==> src/rtl/microondas_pkg.sv <==
// Shared microwave front-panel types: key codes,
// keypad scanner states and small decode helpers.
package microondas_pkg;

  localparam logic [3:0] KEY_CLEAR = 4'b1010;
  localparam logic [3:0] KEY_START = 4'b1011;

  typedef enum logic [1:0] {
    ST_SCAN,
    ST_DEBOUNCE,
    ST_EMIT,
    ST_RELEASE
  } scan_state_t;

  function automatic logic [3:0] row_drive(
    input logic [1:0] row
  );
    return ~(4'b0001 << row);
  endfunction

  // Bottom row carries '*', '0', '#' instead of digits.
  function automatic logic [3:0] key_code(
    input logic [1:0] row,
    input logic [1:0] col
  );
    logic [3:0] code;
    code = 4'd0;
    if (row == 2'd3) begin
      unique case (1'b1)
        (col == 2'd0): code = KEY_CLEAR;
        (col == 2'd2): code = KEY_START;
        default:       code = 4'd0;
      endcase
    end else begin
      code = {2'b00, row} * 4'd3
           + {2'b00, col} + 4'd1;
    end
    return code;
  endfunction

endpackage

==> src/rtl/keypad_bcd_scanner_if.sv <==
// Key-code valid/ready handshake between the
// keypad scanner and its consumers.
interface keypad_bcd_scanner_if;

  logic [3:0] bcd_out;
  logic       bcd_valid;
  logic       bcd_ready;

  modport master (
    output bcd_out,
    output bcd_valid,
    input  bcd_ready
  );

  modport slave (
    input  bcd_out,
    input  bcd_valid,
    output bcd_ready
  );

endinterface

==> src/rtl/keypad_bcd_scanner_counter.sv <==
// Saturating stable-cycle counter shared by the
// press and release debounce phases.
module key_debounce_counter #(
  parameter int LIMIT = 1000,
  parameter int W     = 10
) (
  input  logic clk,
  input  logic rst_n,
  input  logic clr,
  input  logic inc,
  output logic last
);

  localparam logic [W-1:0] CNT_SAT  = W'(LIMIT);
  localparam logic [W-1:0] CNT_LAST = W'(LIMIT - 1);

  logic [W-1:0] count;

  always_ff @(posedge clk or negedge rst_n) begin
    if (!rst_n) begin
      count <= '0;
    end else if (clr) begin
      count <= '0;
    end else if (inc && count != CNT_SAT) begin
      count <= count + 1'b1;
    end
  end

  // Asserted on the cycle whose stable sample
  // brings the count up to LIMIT.
  assign last = (count == CNT_LAST);

endmodule

==> src/rtl/keypad_bcd_scanner.sv <==
// 4x3 keypad scanner: row scan, press/release
// debounce and BCD key code on a valid/ready port.
module keypad_bcd_scanner
  import microondas_pkg::*;
#(
  parameter int SCAN_CYCLES     = 16,
  parameter int DEBOUNCE_CYCLES = 1000
) (
  input  logic       clk,
  input  logic       rst_n,
  output logic [3:0] row_n,
  input  logic [2:0] col_n,
  keypad_bcd_scanner_if.master bcd,
  output logic       overflow,
  output logic       key_held
);

  localparam int CNT_MAX =
    (SCAN_CYCLES > DEBOUNCE_CYCLES) ?
    SCAN_CYCLES : DEBOUNCE_CYCLES;
  localparam int CNT_W = $clog2(CNT_MAX + 1);
  localparam logic [CNT_W-1:0] SCAN_LAST =
    CNT_W'(SCAN_CYCLES - 1);

  scan_state_t      state;
  logic [1:0]       row_idx;
  logic [CNT_W-1:0] dwell;
  logic [2:0]       cap_col;
  logic [2:0]       sync1;
  logic [2:0]       sync2;

  logic       pressed;
  logic       match;
  logic       cnt_clr;
  logic       cnt_inc;
  logic       cnt_last;
  logic       one_low;
  logic [1:0] col_idx;
  logic [1:0] row_nxt;

  assign pressed = (sync2 != 3'b111);
  assign match   = (sync2 == cap_col);
  assign row_nxt = row_idx + 2'd1;

  // Ghosting or multi-key leaves more than one
  // column low; such captures are never emitted.
  always_comb begin
    one_low = 1'b1;
    col_idx = 2'd0;
    unique case (1'b1)
      (cap_col == 3'b110): col_idx = 2'd0;
      (cap_col == 3'b101): col_idx = 2'd1;
      (cap_col == 3'b011): col_idx = 2'd2;
      default:             one_low = 1'b0;
    endcase
  end

  always_comb begin
    cnt_clr = 1'b1;
    cnt_inc = 1'b0;
    unique case (1'b1)
      (state == ST_DEBOUNCE): begin
        cnt_clr = !match;
        cnt_inc = match;
      end
      (state == ST_RELEASE): begin
        cnt_clr = pressed;
        cnt_inc = !pressed;
      end
      default: ;
    endcase
  end

  key_debounce_counter #(
    .LIMIT (DEBOUNCE_CYCLES),
    .W     (CNT_W)
  ) u_cnt (
    .clk   (clk),
    .rst_n (rst_n),
    .clr   (cnt_clr),
    .inc   (cnt_inc),
    .last  (cnt_last)
  );

  always_ff @(posedge clk or negedge rst_n) begin
    if (!rst_n) begin
      state         <= ST_SCAN;
      row_idx       <= 2'd0;
      row_n         <= 4'b1110;
      dwell         <= '0;
      cap_col       <= 3'b111;
      sync1         <= 3'b111;
      sync2         <= 3'b111;
      bcd.bcd_out   <= 4'd0;
      bcd.bcd_valid <= 1'b0;
      overflow      <= 1'b0;
      key_held      <= 1'b0;
    end else begin
      sync1    <= col_n;
      sync2    <= sync1;
      overflow <= 1'b0;
      if (bcd.bcd_valid && bcd.bcd_ready) begin
        bcd.bcd_valid <= 1'b0;
      end
      case (state)
        ST_SCAN: begin
          if (dwell == SCAN_LAST) begin
            dwell <= '0;
            if (pressed) begin
              cap_col <= sync2;
              state   <= ST_DEBOUNCE;
            end else begin
              row_idx <= row_nxt;
              row_n   <= row_drive(row_nxt);
            end
          end else begin
            dwell <= dwell + 1'b1;
          end
        end
        ST_DEBOUNCE: begin
          if (!match) begin
            state   <= ST_SCAN;
            row_idx <= row_nxt;
            row_n   <= row_drive(row_nxt);
          end else if (cnt_last) begin
            state    <= ST_EMIT;
            key_held <= 1'b1;
          end
        end
        ST_EMIT: begin
          if (one_low) begin
            if (!bcd.bcd_valid || bcd.bcd_ready) begin
              bcd.bcd_out   <= key_code(row_idx, col_idx);
              bcd.bcd_valid <= 1'b1;
            end else begin
              overflow <= 1'b1;
            end
          end
          state <= ST_RELEASE;
        end
        ST_RELEASE: begin
          if (!pressed && cnt_last) begin
            key_held <= 1'b0;
            state    <= ST_SCAN;
            row_idx  <= 2'd0;
            row_n    <= 4'b1110;
          end
        end
        default: state <= ST_SCAN;
      endcase
    end
  end

endmodule

==> src/flat_wrapper.sv <==
// flat-port wrapper written by rule: the top's interface ports become plain ports
module keypad_bcd_scanner_flat import microondas_pkg::*;
#(
  parameter int SCAN_CYCLES     = 16,
  parameter int DEBOUNCE_CYCLES = 1000
)
  (clk, rst_n, row_n, col_n, overflow, key_held, bcd_bcd_out, bcd_bcd_valid, bcd_bcd_ready);
  keypad_bcd_scanner_if bcd_i ();
  input  logic clk;
  input  logic rst_n;
  output logic [3:0] row_n;
  input  logic [2:0] col_n;
  output logic overflow;
  output logic key_held;
  output wire logic [$bits(bcd_i.bcd_out)-1:0] bcd_bcd_out;
  output wire logic [$bits(bcd_i.bcd_valid)-1:0] bcd_bcd_valid;
  input wire logic [$bits(bcd_i.bcd_ready)-1:0] bcd_bcd_ready;
  assign bcd_bcd_out = bcd_i.bcd_out;
  assign bcd_bcd_valid = bcd_i.bcd_valid;
  assign bcd_i.bcd_ready = bcd_bcd_ready;
  keypad_bcd_scanner #(.SCAN_CYCLES(SCAN_CYCLES), .DEBOUNCE_CYCLES(DEBOUNCE_CYCLES)) u_core (.clk(clk), .rst_n(rst_n), .row_n(row_n), .col_n(col_n), .bcd(bcd_i), .overflow(overflow), .key_held(key_held));
endmodule
==> config.mk <==
export PLATFORM = sky130hd
export DESIGN_NAME = keypad_bcd_scanner_flat
export DESIGN_NICKNAME = d
export VERILOG_FILES = /design/src/rtl/microondas_pkg.sv /design/src/rtl/keypad_bcd_scanner_if.sv /design/src/rtl/keypad_bcd_scanner_counter.sv /design/src/rtl/keypad_bcd_scanner.sv /design/src/flat_wrapper.sv
export SDC_FILE = /design/constraint.sdc
export NUM_CORES = 1
export LEC_CHECK = 0
export ABC_AREA = 0
export BUFFER_PORTS_ARGS = -buffer_cell sky130_fd_sc_hd__buf_2
export CELL_PAD_IN_SITES_DETAIL_PLACEMENT = 0
export CELL_PAD_IN_SITES_GLOBAL_PLACEMENT = 2
export CORE_MARGIN = 1.5
export CORE_UTILIZATION = 39
export DETAILED_ROUTE_END_ITERATION = 8
export PLACE_DENSITY_LB_ADDON = 0.1
export REMOVE_ABC_BUFFERS = 1
export SETUP_SLACK_MARGIN = 0.15
export SYNTH_ARGS = -nofsm -noshare
export SYNTH_HDL_FRONTEND = slang
export SYNTH_SLANG_ARGS = --single-unit
==> constraint.sdc <==
create_clock -name clk -period 2.65 [get_ports clk]
set_input_delay 0.53 -clock clk [delete_from_list [all_inputs] [get_ports clk]]
set_output_delay 0.53 -clock clk [all_outputs]
set_load 0.05 [all_outputs]
# Yosys cells after proc, flatten, opt, wreduce, memory -nomap -nowiden
# Index checks and enable logic that the tools add are counted.
dict set report op_classes {
  muxes 35
  reduce_logical 18
  shifts 1
  n_mul 1
  n_addsub 5
  eq_ne 21
  bitwise_logic 1
}
# op count
set ops {}
lappend ops {{two-way mux 10 bit} 3}
lappend ops {{adder 10 x 1 -> 10 bit, second input constant} 2}
lappend ops {{two-way mux 4 bit} 5}
lappend ops {{two-way mux 2 bit} 8}
lappend ops {{one-hot mux 4 bit (3 select lines)} 1}
lappend ops {{two-way mux 1 bit} 11}
lappend ops {{equality test 10 bit, second input constant} 1}
lappend ops {{equality test 10 x 4 -> 1 bit, second input constant} 1}
lappend ops {{inequality test 10 bit, second input constant} 1}
lappend ops {{equality test 2 bit, second input constant} 4}
lappend ops {{inequality test 2 x 1 -> 1 bit, second input constant} 4}
lappend ops {{one-hot mux 2 bit (4 select lines)} 1}
lappend ops {{one-hot mux 4 bit (2 select lines)} 1}
lappend ops {{AND reduction 4 bit} 2}
lappend ops {{equality test 3 bit, second input constant} 2}
lappend ops {{inequality test 2 bit, second input constant} 3}
lappend ops {{inequality test 3 bit, second input constant} 2}
lappend ops {{one-hot mux 1 bit (2 select lines)} 3}
lappend ops {{one-hot mux 2 bit (3 select lines)} 1}
lappend ops {{AND reduction 3 bit} 2}
lappend ops {{AND reduction 5 bit} 1}
lappend ops {{adder 4 x 1 -> 4 bit, second input constant} 1}
lappend ops {{adder 4 x 2 -> 4 bit} 1}
lappend ops {{zero test 2 bit} 2}
lappend ops {{other kinds (14)} 19}
dict set report word_totals {
  output_inout_bits 11
  register_bits 44
  elab_cells 94
  in_bits 6
}

# Logic depth before layout (Yosys ltp)
dict set report depth {
  depth_word 6
  ltp_mapped 8
  mapped_depth_nobuf 8
}

# Cells and area by module
# A second synthesis with hierarchy kept.
dict set report hier_totals {
  cells_unflattened 247
  area_unflattened_um2 2478.6
}
# mod n_inst seq_area_each_um2 area_each_um2 cells_per_inst
set modules_own_cells {}
lappend modules_own_cells {keypad_bcd_scanner 1 865.8 1833.0 176}
lappend modules_own_cells {key_debounce_counter 1 250.2 645.6 71}

# Least setup slack after synthesis
# Ideal clock, no wire load.
dict set report synth_timing {
  path_kind {register to register}
  start {register u_core.cap_col[1]}
  end {register u_core.bcd.bcd_out[3]}
  setup_time_ns 0.125
  t_required_ns 2.525
  n_path_buf 0
  path_slack_ns 0.356
  arrival_time_ns 2.170
  period_less_slack_ns 2.294
  path_stages_with_launch 9
  cell_sequence {dfstp_2 -> nand2_1 -> nor2_1 -> fa_1 -> ha_1 -> a21o_1 -> a211oi_1 -> a21oi_1 -> mux2_2}
}
dict set report synth_via {
  elab_chain_len 5
  elab_cells_between_ends 13
  classes_between {add/sub (2); eq/ne (4); mux (4); reduce/logical (3)}
}
# item line_no
set synth_rtl {}
lappend synth_rtl {{from (decl)} keypad_bcd_scanner.sv:28} ;# logic [2:0] cap_col;
lappend synth_rtl {{from (signal assigned)} keypad_bcd_scanner.sv:110} ;# cap_col <= sync2;
lappend synth_rtl {{equality test 3 x 2 -> 1 bit / equality test 3 bit (equally long branches)} {keypad_bcd_scanner.sv:53, keypad_bcd_scanner.sv:52}}
lappend synth_rtl {{one-hot mux 2 bit (2 select lines)} keypad_bcd_scanner.sv:50} ;# unique case (1'b1)
lappend synth_rtl {{adder 4 x 2 -> 4 bit, or another cell as far along} microondas_pkg.sv:36} ;# + {2'b00, col} + 4'd1;
lappend synth_rtl {{adder 4 x 1 -> 4 bit / one-hot mux 4 bit (2 select lines) (equally long branches)} {microondas_pkg.sv:36, microondas_pkg.sv:29}}
lappend synth_rtl {{two-way mux 4 bit} microondas_pkg.sv:28} ;# if (row == 2'd3) begin
lappend synth_rtl {{to (signal assigned)} keypad_bcd_scanner.sv:133} ;# bcd.bcd_out <= key_code(row_idx, col_idx);
lappend synth_rtl {{to (decl)} keypad_bcd_scanner_if.sv:10} ;# output bcd_out,
# Several ways; a longest one is shown, not always the timed one.
# A chain may end at the register's enable or synchronous reset.

# Worst setup path after layout
dict set report layout_timing {
  start {register u_core.cap_col[0]}
  end {register u_core.bcd.bcd_out[3]}
}
# Same word-level chain as after synthesis.

==> metrics.md <==
| Metric | Value |
|---|---|
| Status | finished clean |
| Layout cells sized above 1 | 0.212 |
| Slew Limit Fails | 0 |
| Clock-pin slew on the worst setup and hold paths | around 0.08 ns |
| # H-tree levels | 2 |
| Post-route minimum period | approximately 2.4 ns |
| Vias in the first global route | between 1500 and 2000 |
| Final Hold Vio Count | 0 |
| RSZ-0062 raised after global routing | false |
| Starting Density | 0.404 |
| Crit end category | register |
| Synthesized cell area | 2210 um2 |
| Max clock buf depth | 2 |
| I/O pin cnt | 17 |
| Number of buffers created by CTS | 5 |
| Peak VDD IR | ~0.46 mV |
| Largest net degree at the start of global routing | 45 |
| Antenna Nets Post-Route | 0 |
| Max_slew headroom | 0.348 |
| Syn_area_per_cell | 11.1 um2 |
| Power per cell area | roughly 900 nW/um2 |
| Port bufs | 16 |
| Number of fill cells | approximately 550 |
| Routed len/inst | 13.9 um |
| Post-synthesis register bit count | 44 |
| DRC Markers | 0 |
| Actual slew at the worst max-slew pin | a little under 1 ns |
| 1st-iter DRT viols | 98 |
| DP Wirelength | just under 3000 um |
| FF-to-FF setup slack | 0.23 ns |
| Hold depth | 1 |
| CP Max Fanout | 6 |
| EDFF count, synth | 0 |
| Post-synth ARST share | 1.00 |
| Setup CP Type | register to register |
| Synth cell types | between 40 and 50 |
| Commonest non-fill, non-tap cell in the layout | dfrtp_1 |
| DR vias/cell | between 5 and 6 |
| Final setup fails | 0 |
| Routed WL | 4090 um |
| GP Congestion | 0.866 |
| Worst path arrival time | ~2.6 ns |
| Critical Path Source Type | register |
| Worst hold endpoint | u_core.sync1[2] |
| Hold buffers post-CTS | 0 |
| Synth Warn # | 0 |
| Initial antenna violation count | 0 |
| 1st-pass router iterations | 4 |
| Sink Count | between 40 and 50 |
| CTS tree | yes |
| Leak | approximately 1.1 nW |
| Core area | 5470 um2 |
| Final Cycle Share | 0.912 |
| Gr ovfl total | 0 |
| Nets@finish | 240 |
| Post-route cell area | 2460 um2 |
| Clock skew | approximately 0.0063 ns |
| Die ar. | around 6100 um2 |
| DP Area | between 2000 and 2500 um2 |
| GRT Total Usage | 0.146 |
| CTS Root Cell | clkbuf_8 |
| FP Rows | 27 |
| R2R Path Start | u_core.cap_col[0] |
| FMAX | slightly above 400 MHz |
| Final Util | 0.449 |
| DR vias | ~1500 |
| HP Start | col_n[2] |
| Worst EP required | 2.84 ns |
| Worst r2r path cells | 8 |
| Worst Hold Class | input port to register |
| Die width | 78.3 um |
| Clock Latency Late Sink | between 0.2 and 0.3 ns |
| Finished Layout Cells | around 290 |
| Max-capacitance violation count | 0 |
| Die Ht | 78.3 um |
| Prevailing post-synth register cell | dfrtp_1 |
| Synth Instances | 200 |
| # diodes | 0 |
| First-pass GRT wire length | between 7000 and 8000 um |
| Area grow syn2layout | 11.3% |
| Setup TNS | 0 ns |
| Post-placement cell count | 285 |
| Critical R2R Capture | u_core.bcd.bcd_out[3] |
| Pwr Total | between 2 and 2.5 mW |
| Register area share after synthesis | 0.505 |
| Most frequent cells in the layout | 32 x dfrtp_1, 19 x nand2_1, 18 x nor2_1, 16 x buf_2, 13 x xnor2_1 |
-- worst max-delay path: stages (launching register included) --
cell	delay [ns]
dfstp_2	0.59
nand2_1	0.08
nor2_2	0.16
fa_1	0.47
ha_1	0.31
a21o_1	0.18
a211oi_2	0.20
a21oi_1	0.06
mux2_2	0.27
-- flip-flops by register name, indices dropped and copies added (netlist names), named ones only --
name                  flops
u_core.cap_col            3
u_core.dwell             10
u_core.sync2              3
u_core.row_idx            2
u_core.key_held           1
u_core.state              1
u_core.sync1              3
u_core.bcd.bcd_valid      1
u_core.u_cnt.count       10
u_core.bcd.bcd_out        4
u_core.row_n              4
u_core.overflow           1
-- worst max path at each step --
stage          cells after the start                     to               from
6_report                           8  u_core.bcd.bcd_out[3]  u_core.cap_col[0]
2_1_floorplan                      8  u_core.bcd.bcd_out[3]  u_core.cap_col[1]
5_1_grt                            8  u_core.bcd.bcd_out[3]  u_core.cap_col[0]
4_1_cts                            8  u_core.bcd.bcd_out[3]  u_core.cap_col[1]
3_5_place_dp                       8  u_core.bcd.bcd_out[3]  u_core.cap_col[1]
3_3_place_gp                       8  u_core.bcd.bcd_out[3]  u_core.cap_col[1]
-- cell type report --
class	count	area (um2)	area share
well taps	72	90.1	0.0366
repair buffers	17	87.6	0.0356
inverters	9	33.8	0.0137
clock buffers	8	90.1	0.0366
multi-input cells	144	1040	0.424
flip-flops and latches	44	1120	0.454
-- kinds of logic after synthesis --
kind of cell | Yosys count | synth area share
compound gates | 29 | 0.0968
xor+xnor | 20 | 0.0792
fa+ha+maj | 13 | 0.0804
buf+inv | 12 | 0.0272
flops | 44 | 0.505
mux | 7 | 0.0351
simple gates | 75 | 0.177
-- power by group --
group	internal (mW)	total, mW	leakage, nW	switching [mW]
clock network	0.213	0.431	0.0455	0.218
registers	0.815	0.939	0.559	0.125
logic	0.367	0.834	0.509	0.466
-- Yosys cell counts (2+ instances only) --
cell type / number / area (um2)
nand3_1: 5 / 25.0
nor3_1: 4 / 20.0
ha_1: 11 / 138
xor2_1: 7 / 61.3
o22a_1: 3 / 26.3
xnor2_1: 13 / 114
nand2b_1: 2 / 12.5
or2b_1: 2 / 15.0
dfstp_2: 12 / 315
fa_1: 2 / 40.0
a21o_1: 2 / 15.0
o21ai_0: 4 / 20.0
a31oi_1: 2 / 12.5
nand4_1: 6 / 37.5
nand2_1: 19 / 71.3
a211oi_1: 2 / 15.0
mux2_2: 6 / 67.6
nor4_1: 3 / 18.8
and3_1: 6 / 37.5
dfrtp_1: 32 / 801
a22o_1: 2 / 17.5
a21oi_1: 4 / 20.0
inv_1: 9 / 33.8
a2bb2oi_1: 3 / 26.3
nor2_1: 19 / 71.3
buf_6: 2 / 22.5
-- timing repair --
| action | in CTS | in global routing |
|---|---|---|
| gates resized for setup | 0 | 2 |
| setup endpoints to repair | 0 | 2 |
| buffers inserted | 0 | 1 |
-- through the flow --
step,hold WS [ns],worst slack (ns)
after floorplan,0.234,0.356
after global placement,0.345,0.292
after detailed placement,0.347,0.160
after CTS,0.318,0.156
after global routing,0.310,0.120
final,0.330,0.234
-- per-layer routing --
metal,track usage,wire length [um],share of wire
met5,0,0,0
met4,0.0500,51,0.012
met3,0.0349,117,0.029
met2,0.225,1850,0.45
met1,0.201,2070,0.51
Note: power is estimated with default switching activity, not from simulation.
